==> src/rtl/act_bit_place_scheduler.sv <==
// Bit-place scheduler: tags each accepted activation with its popcount, pulls that many
// bit places from the converter (or inserts a zero beat) and emits an ordered, framed stream.
module act_bit_place_scheduler #(
  parameter int unsigned TAG_DEPTH = 8
) (
  input  logic                         CLK,
  input  logic                         RSTN,
  input  logic                         InValid,
  output logic                         InReady,
  input  logic [7:0]                   InData,
  output logic                         ConvWriteEnable,
  output logic [7:0]                   ConvWriteData,
  input  logic                         ConvWriteReady,
  output logic                         ConvReadEnable,
  input  logic                         ConvReadReady,
  input  logic [2:0]                   ConvReadData,
  output logic                         OutValid,
  input  logic                         OutReady,
  output logic [2:0]                   OutBitPlace,
  output logic                         OutLast,
  output logic                         OutZero,
  output logic [$clog2(TAG_DEPTH):0]   Outstanding
);

  localparam int unsigned PTR_W = $clog2(TAG_DEPTH);
  localparam int unsigned CNT_W = PTR_W + 1;
  localparam logic [CNT_W-1:0] DEPTH_C = CNT_W'(TAG_DEPTH);

  typedef struct packed {
    logic [2:0] place;
    logic       last;
    logic       zero;
  } beat_t;

  typedef enum logic [1:0] {IDLE, FETCH, ZERO} drain_t;

  logic [3:0]       tag_mem [TAG_DEPTH];
  logic [PTR_W-1:0] tag_wr, tag_rd;
  logic [CNT_W-1:0] tag_count;
  logic             tag_full, tag_empty;
  logic [3:0]       head_tag;
  logic [3:0]       issued_cnt;
  logic             inflight, inflight_last;

  beat_t            buf_mem [2];
  logic             buf_wr, buf_rd;
  logic [1:0]       buf_count;

  drain_t           drain;
  logic             accept, tag_pop, issue, read_last, zero_write;
  logic             out_pop, buf_push, buf_pop, out_dec;
  logic [2:0]       occ_after;
  beat_t            ret_beat, head_beat, buf_wdata;

  function automatic logic [3:0] popcount8(input logic [7:0] v);
    logic [3:0] n;
    n = '0;
    for (int unsigned i = 0; i < 8; i++) n = n + {3'b000, v[i]};
    return n;
  endfunction

  assign tag_full  = (tag_count == DEPTH_C);
  assign tag_empty = (tag_count == '0);
  assign head_tag  = tag_mem[tag_rd];

  assign InReady         = !tag_full && ((InData == 8'h00) || ConvWriteReady);
  assign accept          = InValid && InReady;
  assign ConvWriteEnable = accept && (InData != 8'h00);
  assign ConvWriteData   = InData;

  // Returning read data bypasses the buffer when it is empty, giving read-to-OutValid of one cycle.
  always_comb begin
    ret_beat.place = ConvReadData;
    ret_beat.last  = inflight_last;
    ret_beat.zero  = 1'b0;
    head_beat      = (buf_count != 2'd0) ? buf_mem[buf_rd] : ret_beat;
  end

  assign OutValid    = (buf_count != 2'd0) || inflight;
  assign out_pop     = OutValid && OutReady;
  assign OutBitPlace = OutValid ? head_beat.place : 3'd0;
  assign OutLast     = OutValid && head_beat.last;
  assign OutZero     = OutValid && head_beat.zero;
  assign out_dec     = out_pop && head_beat.last;
  assign occ_after   = {1'b0, buf_count} + {2'b00, inflight} - {2'b00, out_pop};

  always_comb begin
    drain      = IDLE;
    issue      = 1'b0;
    zero_write = 1'b0;
    read_last  = ((issued_cnt + 4'd1) == head_tag);
    if (!tag_empty) drain = (head_tag == 4'd0) ? ZERO : FETCH;
    case (drain)
      FETCH:   issue      = ConvReadReady && (occ_after < 3'd2);
      ZERO:    zero_write = !inflight && (occ_after < 3'd2);
      default: ;
    endcase
  end

  assign ConvReadEnable = issue;
  assign tag_pop        = (issue && read_last) || zero_write;

  always_comb begin
    buf_push        = zero_write || (inflight && !((buf_count == 2'd0) && out_pop));
    buf_pop         = out_pop && (buf_count != 2'd0);
    buf_wdata       = ret_beat;
    if (zero_write) begin
      buf_wdata.place = 3'd0;
      buf_wdata.last  = 1'b1;
      buf_wdata.zero  = 1'b1;
    end
  end

  always_ff @(posedge CLK) begin
    if (accept) tag_mem[tag_wr] <= popcount8(InData);
    if (buf_push) buf_mem[buf_wr] <= buf_wdata;
  end

  always_ff @(posedge CLK or negedge RSTN) begin
    if (!RSTN) begin
      tag_wr        <= '0;
      tag_rd        <= '0;
      tag_count     <= '0;
      issued_cnt    <= '0;
      inflight      <= 1'b0;
      inflight_last <= 1'b0;
      buf_wr        <= 1'b0;
      buf_rd        <= 1'b0;
      buf_count     <= '0;
      Outstanding   <= '0;
    end else begin
      if (accept)  tag_wr <= tag_wr + 1'b1;
      if (tag_pop) tag_rd <= tag_rd + 1'b1;
      tag_count <= tag_count + CNT_W'(accept) - CNT_W'(tag_pop);
      if (issue) issued_cnt <= read_last ? 4'd0 : issued_cnt + 4'd1;
      inflight      <= issue;
      inflight_last <= issue && read_last;
      if (buf_push) buf_wr <= ~buf_wr;
      if (buf_pop)  buf_rd <= ~buf_rd;
      buf_count   <= buf_count + 2'(buf_push) - 2'(buf_pop);
      Outstanding <= Outstanding + CNT_W'(accept) - CNT_W'(out_dec);
    end
  end

endmodule

==> config.mk <==
export PLATFORM = sky130hd
export DESIGN_NAME = act_bit_place_scheduler
export DESIGN_NICKNAME = d
export VERILOG_FILES = /design/src/rtl/act_bit_place_scheduler.sv
export SDC_FILE = /design/constraint.sdc
export NUM_CORES = 1
export LEC_CHECK = 0
export ABC_AREA = 0
export CAP_MARGIN = 20
export CORE_MARGIN = 3
export CORE_UTILIZATION = 63
export CTS_CLUSTER_SIZE = 20
export DETAILED_ROUTE_END_ITERATION = 8
export DONT_BUFFER_PORTS = 1
export GPL_ROUTABILITY_DRIVEN = 1
export PLACE_DENSITY = 0.79
export SKIP_LAST_GASP = 1
export SLEW_MARGIN = 10
export SYNTH_ARGS = -nofsm -noshare
export SYNTH_HDL_FRONTEND = slang
export SYNTH_SLANG_ARGS = --single-unit
==> constraint.sdc <==
create_clock -name CLK -period 4.3 [get_ports CLK]
set_input_delay 0.86 -clock CLK [delete_from_list [all_inputs] [get_ports CLK]]
set_output_delay 0.86 -clock CLK [all_outputs]
set_load 0.1 [all_outputs]
# Word level (Yosys, flattened, before mapping)
# Memory sizes are Yosys's and may differ from the RTL's.
# Index checks and enable logic that the tools add are counted.
# op_classes
addsub	18
multipliers	0
n_div	0
n_lt_le_gt_ge	1
n_eq_ne	4
shifts	0
mux	12
bitwise_logic	2
reduce_logical	26
# op_table
cell	count
adder 4 x 1 -> 4 bit	6
logical AND 1 bit	13
two-way mux 5 bit	2
zero test 4 bit	2
zero test 8 bit	1
nonzero test 8 bit	1
subtractor 4 x 1 -> 4 bit	2
adder 2 x 1 -> 3 bit	2
adder 3 x 1 -> 3 bit (second input constant)	2
two-way mux 1 bit	6
adder 3 x 1 -> 4 bit	1
adder 4 x 1 -> 4 bit (second input constant)	1
equality test 4 bit	1
equality test 4 bit (second input constant)	1
logical OR 1 bit	4
two-way mux 2 bit	2
two-way mux 4 bit	1
zero test 1 bit	3
less-than comparator 3 x 2 -> 1 bit (second input constant)	1
two-way mux 3 bit	1
subtractor 3 x 1 -> 3 bit	1
adder 1 x 1 -> 2 bit	1
adder 2 x 1 -> 2 bit	1
equality test 2 x 1 -> 1 bit (second input constant)	1
other kinds (5)	6
# word_totals
regBits	24
latchBits	0
ram_bits	42
rom_bits	0
in_bits	17
out_inout_bits	21
wordCells	75
mem_count	2
# mem_list
name	depth	width	read_ports	rd_ports_with_merged_regs	wr	line	text
tag_mem	8	4	1	0	1	37	logic [3:0] tag_mem [TAG_DEPTH];
buf_mem	2	5	1	0	1	45	beat_t buf_mem [2];

# Depth between registers and ports, before layout
# depth
ltp_word	10
ltp_mapped	14
ltp_nobuf	14

# Least setup slack after synthesis
# OpenSTA, ideal clock, no wires.
# synth_path
path_type	in2out
startpoint	input InData[0]
endpoint	output ConvWriteEnable
arrival_ns	5.249
required_ns	3.440
setup_slack_ns	-1.809
cell_stages	9
n_path_buf	0
path_cell_list	inv_1 -> ha_1 -> or4b_2 -> nor4_1 -> nor2_1 -> a21oi_1 -> and2_1 -> clkinv_1 -> nor2_1
# synth_between
elab_chain_cells	5
elab_cells_between_ends	6
cone_classes	reduce/logical: 6
# synth_lines
item	line	text
start: declaration	10	input logic [7:0] InData,
zero test 8 bit	66	assign InReady = !tag_full && ((InData == 8'h00) || ConvWriteReady);
logical OR 1 bit	66	
logical AND 1 bit	66	
via InReady	9	output logic InReady,
logical AND 1 bit	67	assign accept = InValid && InReady;
logical AND 1 bit	68	assign ConvWriteEnable = accept && (InData != 8'h00);
end: declaration	11	output logic ConvWriteEnable,
# The timed path passes the listed nets, and every way through them passes these cells.

# Final worst setup path
# layout_path
startpoint	register tag_rd[0]
endpoint	output ConvReadEnable
# layout_between
elab_chain_cells	6
# layout_lines
item	line	text
start: declaration	38	logic [PTR_W-1:0] tag_wr, tag_rd;
start signal: assignment	133	if (tag_pop) tag_rd <= tag_rd + 1'b1;
memory read (8 x 4 bit)	-	
zero test 4 bit	92	if (!tag_empty) drain = (head_tag == 4'd0) ? ZERO : FETCH;
two-way mux 2 bit (2 in a row)	92	
equality test 2 x 1 -> 1 bit	93	case (drain)
two-way mux 1 bit	93	
end: declaration	14	output logic ConvReadEnable,
# No other way between the ends.

==> key figures <==
GRT
  – First-pass GRT wire length: around 9700 um
  – Tot GR Track Use: 0.206
  – Initial antenna violation count: 0
  – Vias in the first global route: 1983
  – Largest net degree at the start of global routing: 25
  – Global route overflow: 0

Floorplanning
  – Num ports: 38
  – Die area: 6460 um2
  – Starting Density: 0.665
  – Die X: 80.3 um
  – DIE HEIGHT: 80.3 um
  – Total core area: ~5200 um2
  – Cell row count: 26

Clock network
  – Hold buffer count at CTS: 0
  – Clock sinks: 66
  – H-tree depth: 3
  – Clk pin slew, worst setup/hold paths: about 70 ps
  – PostCTS Resize Cnt: 0
  – CTS root buf: clkbuf_8
  – TritonCTS clock tree: done
  – Clk buf depth: 2
  – Clock buffer count from CTS: 9
  – Setup Fix Bufs, Post-CTS: 0
  – Worst-Skew Late Latency: roughly 340 ps

Finish
  – Ratio of cells with drive above 1 in the final layout: 0.185
  – Area occupied by multi-input gates: around 1400 um2
  – Filler Cell Count: approximately 360
  – Reg area: between 1500 and 2000 um2
  – Layout area overhead: 8.59%
  – # diodes: 0
  – Nets: between 300 and 400

Worst setup path
  – Startpoint Class: flip-flop
  – Worst Setup End Kind: output port
  – Crit-path max FO: 15
  – Worst path cell trace: mux4_1 -> mux2_2 -> o311ai_4 -> inv_1 -> buf_12
  – WP data arrival: between 3000 and 4000 ps
  – CP max stage delay: approximately 800 ps
  – Worst reg-to-reg path cell count: 10
  – Worst path slowest cell: dfrtp_1
  – Setup Crit Path Kind: reg2out
  – Worst EP required: about 3400 ps

Route
  – Avg WL per Cell: about 17 um
  – Routed Antenna Nets: 0
  – First-pass DRT Iterations: 4
  – Routed WL: between 5000 and 6000 um
  – # DRC: 0
  – First-iteration detailed-routing DRC count: 147
  – Via density: between 5 and 6
  – Vias: ~1900

Synth
  – Synth Net Count: 303
  – Post-synth cell types: 50
  – Asr flop ratio synth: 0.364
  – Synthesis warning total: 0
  – Synth Area in Adders: 0.109
  – Mapped Area: between 3000 and 4000 um2
  – Synthesis-stage register bit count: 66
  – Synth Area in Compound Gates: 0.0456
  – Number of flops mapped to enable cells by yosys: 42
  – Combinational family with the most area after synthesis: adder cells
  – Mux cell area share after synthesis: 0.0837
  – Avg Inst Size Synth: 13.4 um2
  – Synth Area in Simple Gates: 0.105
  – Post-synthesis sequential area ratio: 0.535
  – Xor/xnor cell area share of the yosys netlist: 0.0528
  – Mapped Cells: 260
  – Main flop type after synthesis: edfxtp_1

Placement
  – GP Congestion: between 0.7 and 0.8
  – Port-buffer cells: 0
  – Hpwl dp: ~4100 um

Status
  – Status: complete, no violations

STA
  – Relative slew slack: 0.249
  – Fmax: 255 MHz
  – # setup viols final: 0
  – Fin Clk Skew: between 10 and 15 ps
  – TNS Setup: 0 ps
  – Final hold vios: 0
  – Crit share post-route: 0.912
  – Unrepaired setup endpoints after global routing: false
  – Slew @ Worst Pin: between 1000 and 1500 ps
  – Slew Limit Fails: 0
  – Period minus WS final: around 4000 ps

Job
  – Max-cap violations: 0

Hold path
  – Hold WC Path Type: in2async
## metrics by stage
| step | utilization | worst slack, ps | instance area [um2] | hold WS [ps] | instances |
|---|---|---|---|---|---|
| after floorplan | - | 51.9 | 3530 | 461 | 260 |
| after global routing | 0.722 | 220 | 3780 | 188 | 340 |
| after detailed placement | 0.687 | 573 | 3600 | 478 | 324 |
| after CTS | 0.722 | 318 | 3780 | 194 | 340 |
| final | 0.722 | 377 | 3780 | 211 | 340 |
| after global placement | 0.687 | 608 | 3600 | 479 | 324 |
## final timing paths
kind / startpoint / to / slack (ps)
worst max-delay path: tag_rd[0]$_DFFE_PN0N_ / ConvReadEnable / 380
worst min-delay path: RSTN / buf_rd$_DFFE_PN0P_ / 210
worst max register to register: tag_rd[0]$_DFFE_PN0N_ / tag_count[3]$_DFF_PN0_ / 650
worst min register to register: buf_wr$_DFFE_PN0N_ / buf_wr$_DFFE_PN0N_ / 490
max in group asynchronous: RSTN / tag_wr[2]$_DFFE_PN0P_ / 4000
min in group CLK: buf_wr$_DFFE_PN0N_ / buf_wr$_DFFE_PN0N_ / 490
## Yosys cell counts, types with 2 or more instances
library cell  count  share of area
inv_1            29          0.031
clkbuf_1          2         0.0022
nor3_1            3         0.0043
mux2i_1          10          0.029
and2_1            6          0.011
xnor2_1          13          0.033
nor2_1            9         0.0097
o21ai_0           5         0.0072
buf_4             8          0.017
nor4_1            2         0.0036
clkbuf_8          2         0.0079
nor2b_1           3         0.0054
ha_1             19          0.068
xor2_1            8          0.020
edfxtp_1         42           0.36
nand3_1           6         0.0086
nor3b_1           4         0.0086
a21o_1            2         0.0043
a21oi_1           5         0.0072
dfrtp_1          24           0.17
nor4b_1           2         0.0050
fa_1              7          0.040
mux2_2            3         0.0097
mux4_2            3          0.019
nand2_1          17          0.018
mux4_1            2          0.015
## per-layer routing
metal | wire length [um] | GRT usage | vias to the layer above | share of wire
met3 | 287 | 0.0482 | 14 | 0.050
met2 | 2750 | 0.323 | 49 | 0.48
met5 | 0 | 0 | - | 0
li1 | - | - | 909 | -
met4 | 151 | 0.103 | 0 | 0.026
met1 | 2530 | 0.270 | 886 | 0.44
## cells in the final DEF (no fill, tap or decap), drive strengths merged, types with 4 or more instances in the layout
cell    netlist  final
edfxtp       42     42
inv          29     29
dfrtp        24     24
ha           19     19
nand2        17     17
xnor2        13     13
clkbuf        4     13
mux2i        11     11
buf          11      9
nor2          9      9
xor2          8      8
fa            7      7
nand3         6      6
o21ai         6      6
and2          6      6
a21oi         5      5
mux4          5      5
nor3b         4      4
mux2          4      4
## flip-flops by register name, indices dropped and copies added (netlist names), 2 cells and up
| signal | cells |
|---|---|
| tag_count | 4 |
| buf_count | 2 |
| buf_mem | 10 |
| tag_wr | 3 |
| Outstanding | 4 |
| tag_mem | 32 |
| issued_cnt | 4 |
| tag_rd | 3 |
## worst max-delay path: cells and delay by family (launching register included)
| family | cells | cell delay (ps) |
|---|---|---|
| mux | 2 | 1020 |
| flops | 1 | 780 |
| compound gates | 1 | 470 |
| buf+inv | 2 | 450 |
## cell type report
type / instances / share of cell area
flip-flops and latches: 66 / 0.492
clock buffers: 13 / 0.0424
well taps: 70 / 0.0232
clock inverters: 3 / 0.00629
multi-input cells: 149 / 0.380
repair buffers: 9 / 0.0245
inverters: 30 / 0.0311
## cells by family (layout without fill, tap and decap cells)
| group | after synthesis | after routing |
|---|---|---|
| fa+ha+maj | 26 | 26 |
| compound gates | 19 | 19 |
| simple gates | 63 | 63 |
| mux | 20 | 20 |
| flops | 66 | 66 |
| buf+inv | 45 | 55 |
| xor+xnor | 21 | 21 |
Power is not shown: default switching activity piles up to over one toggle a cycle in this logic, so the estimate is an artifact.
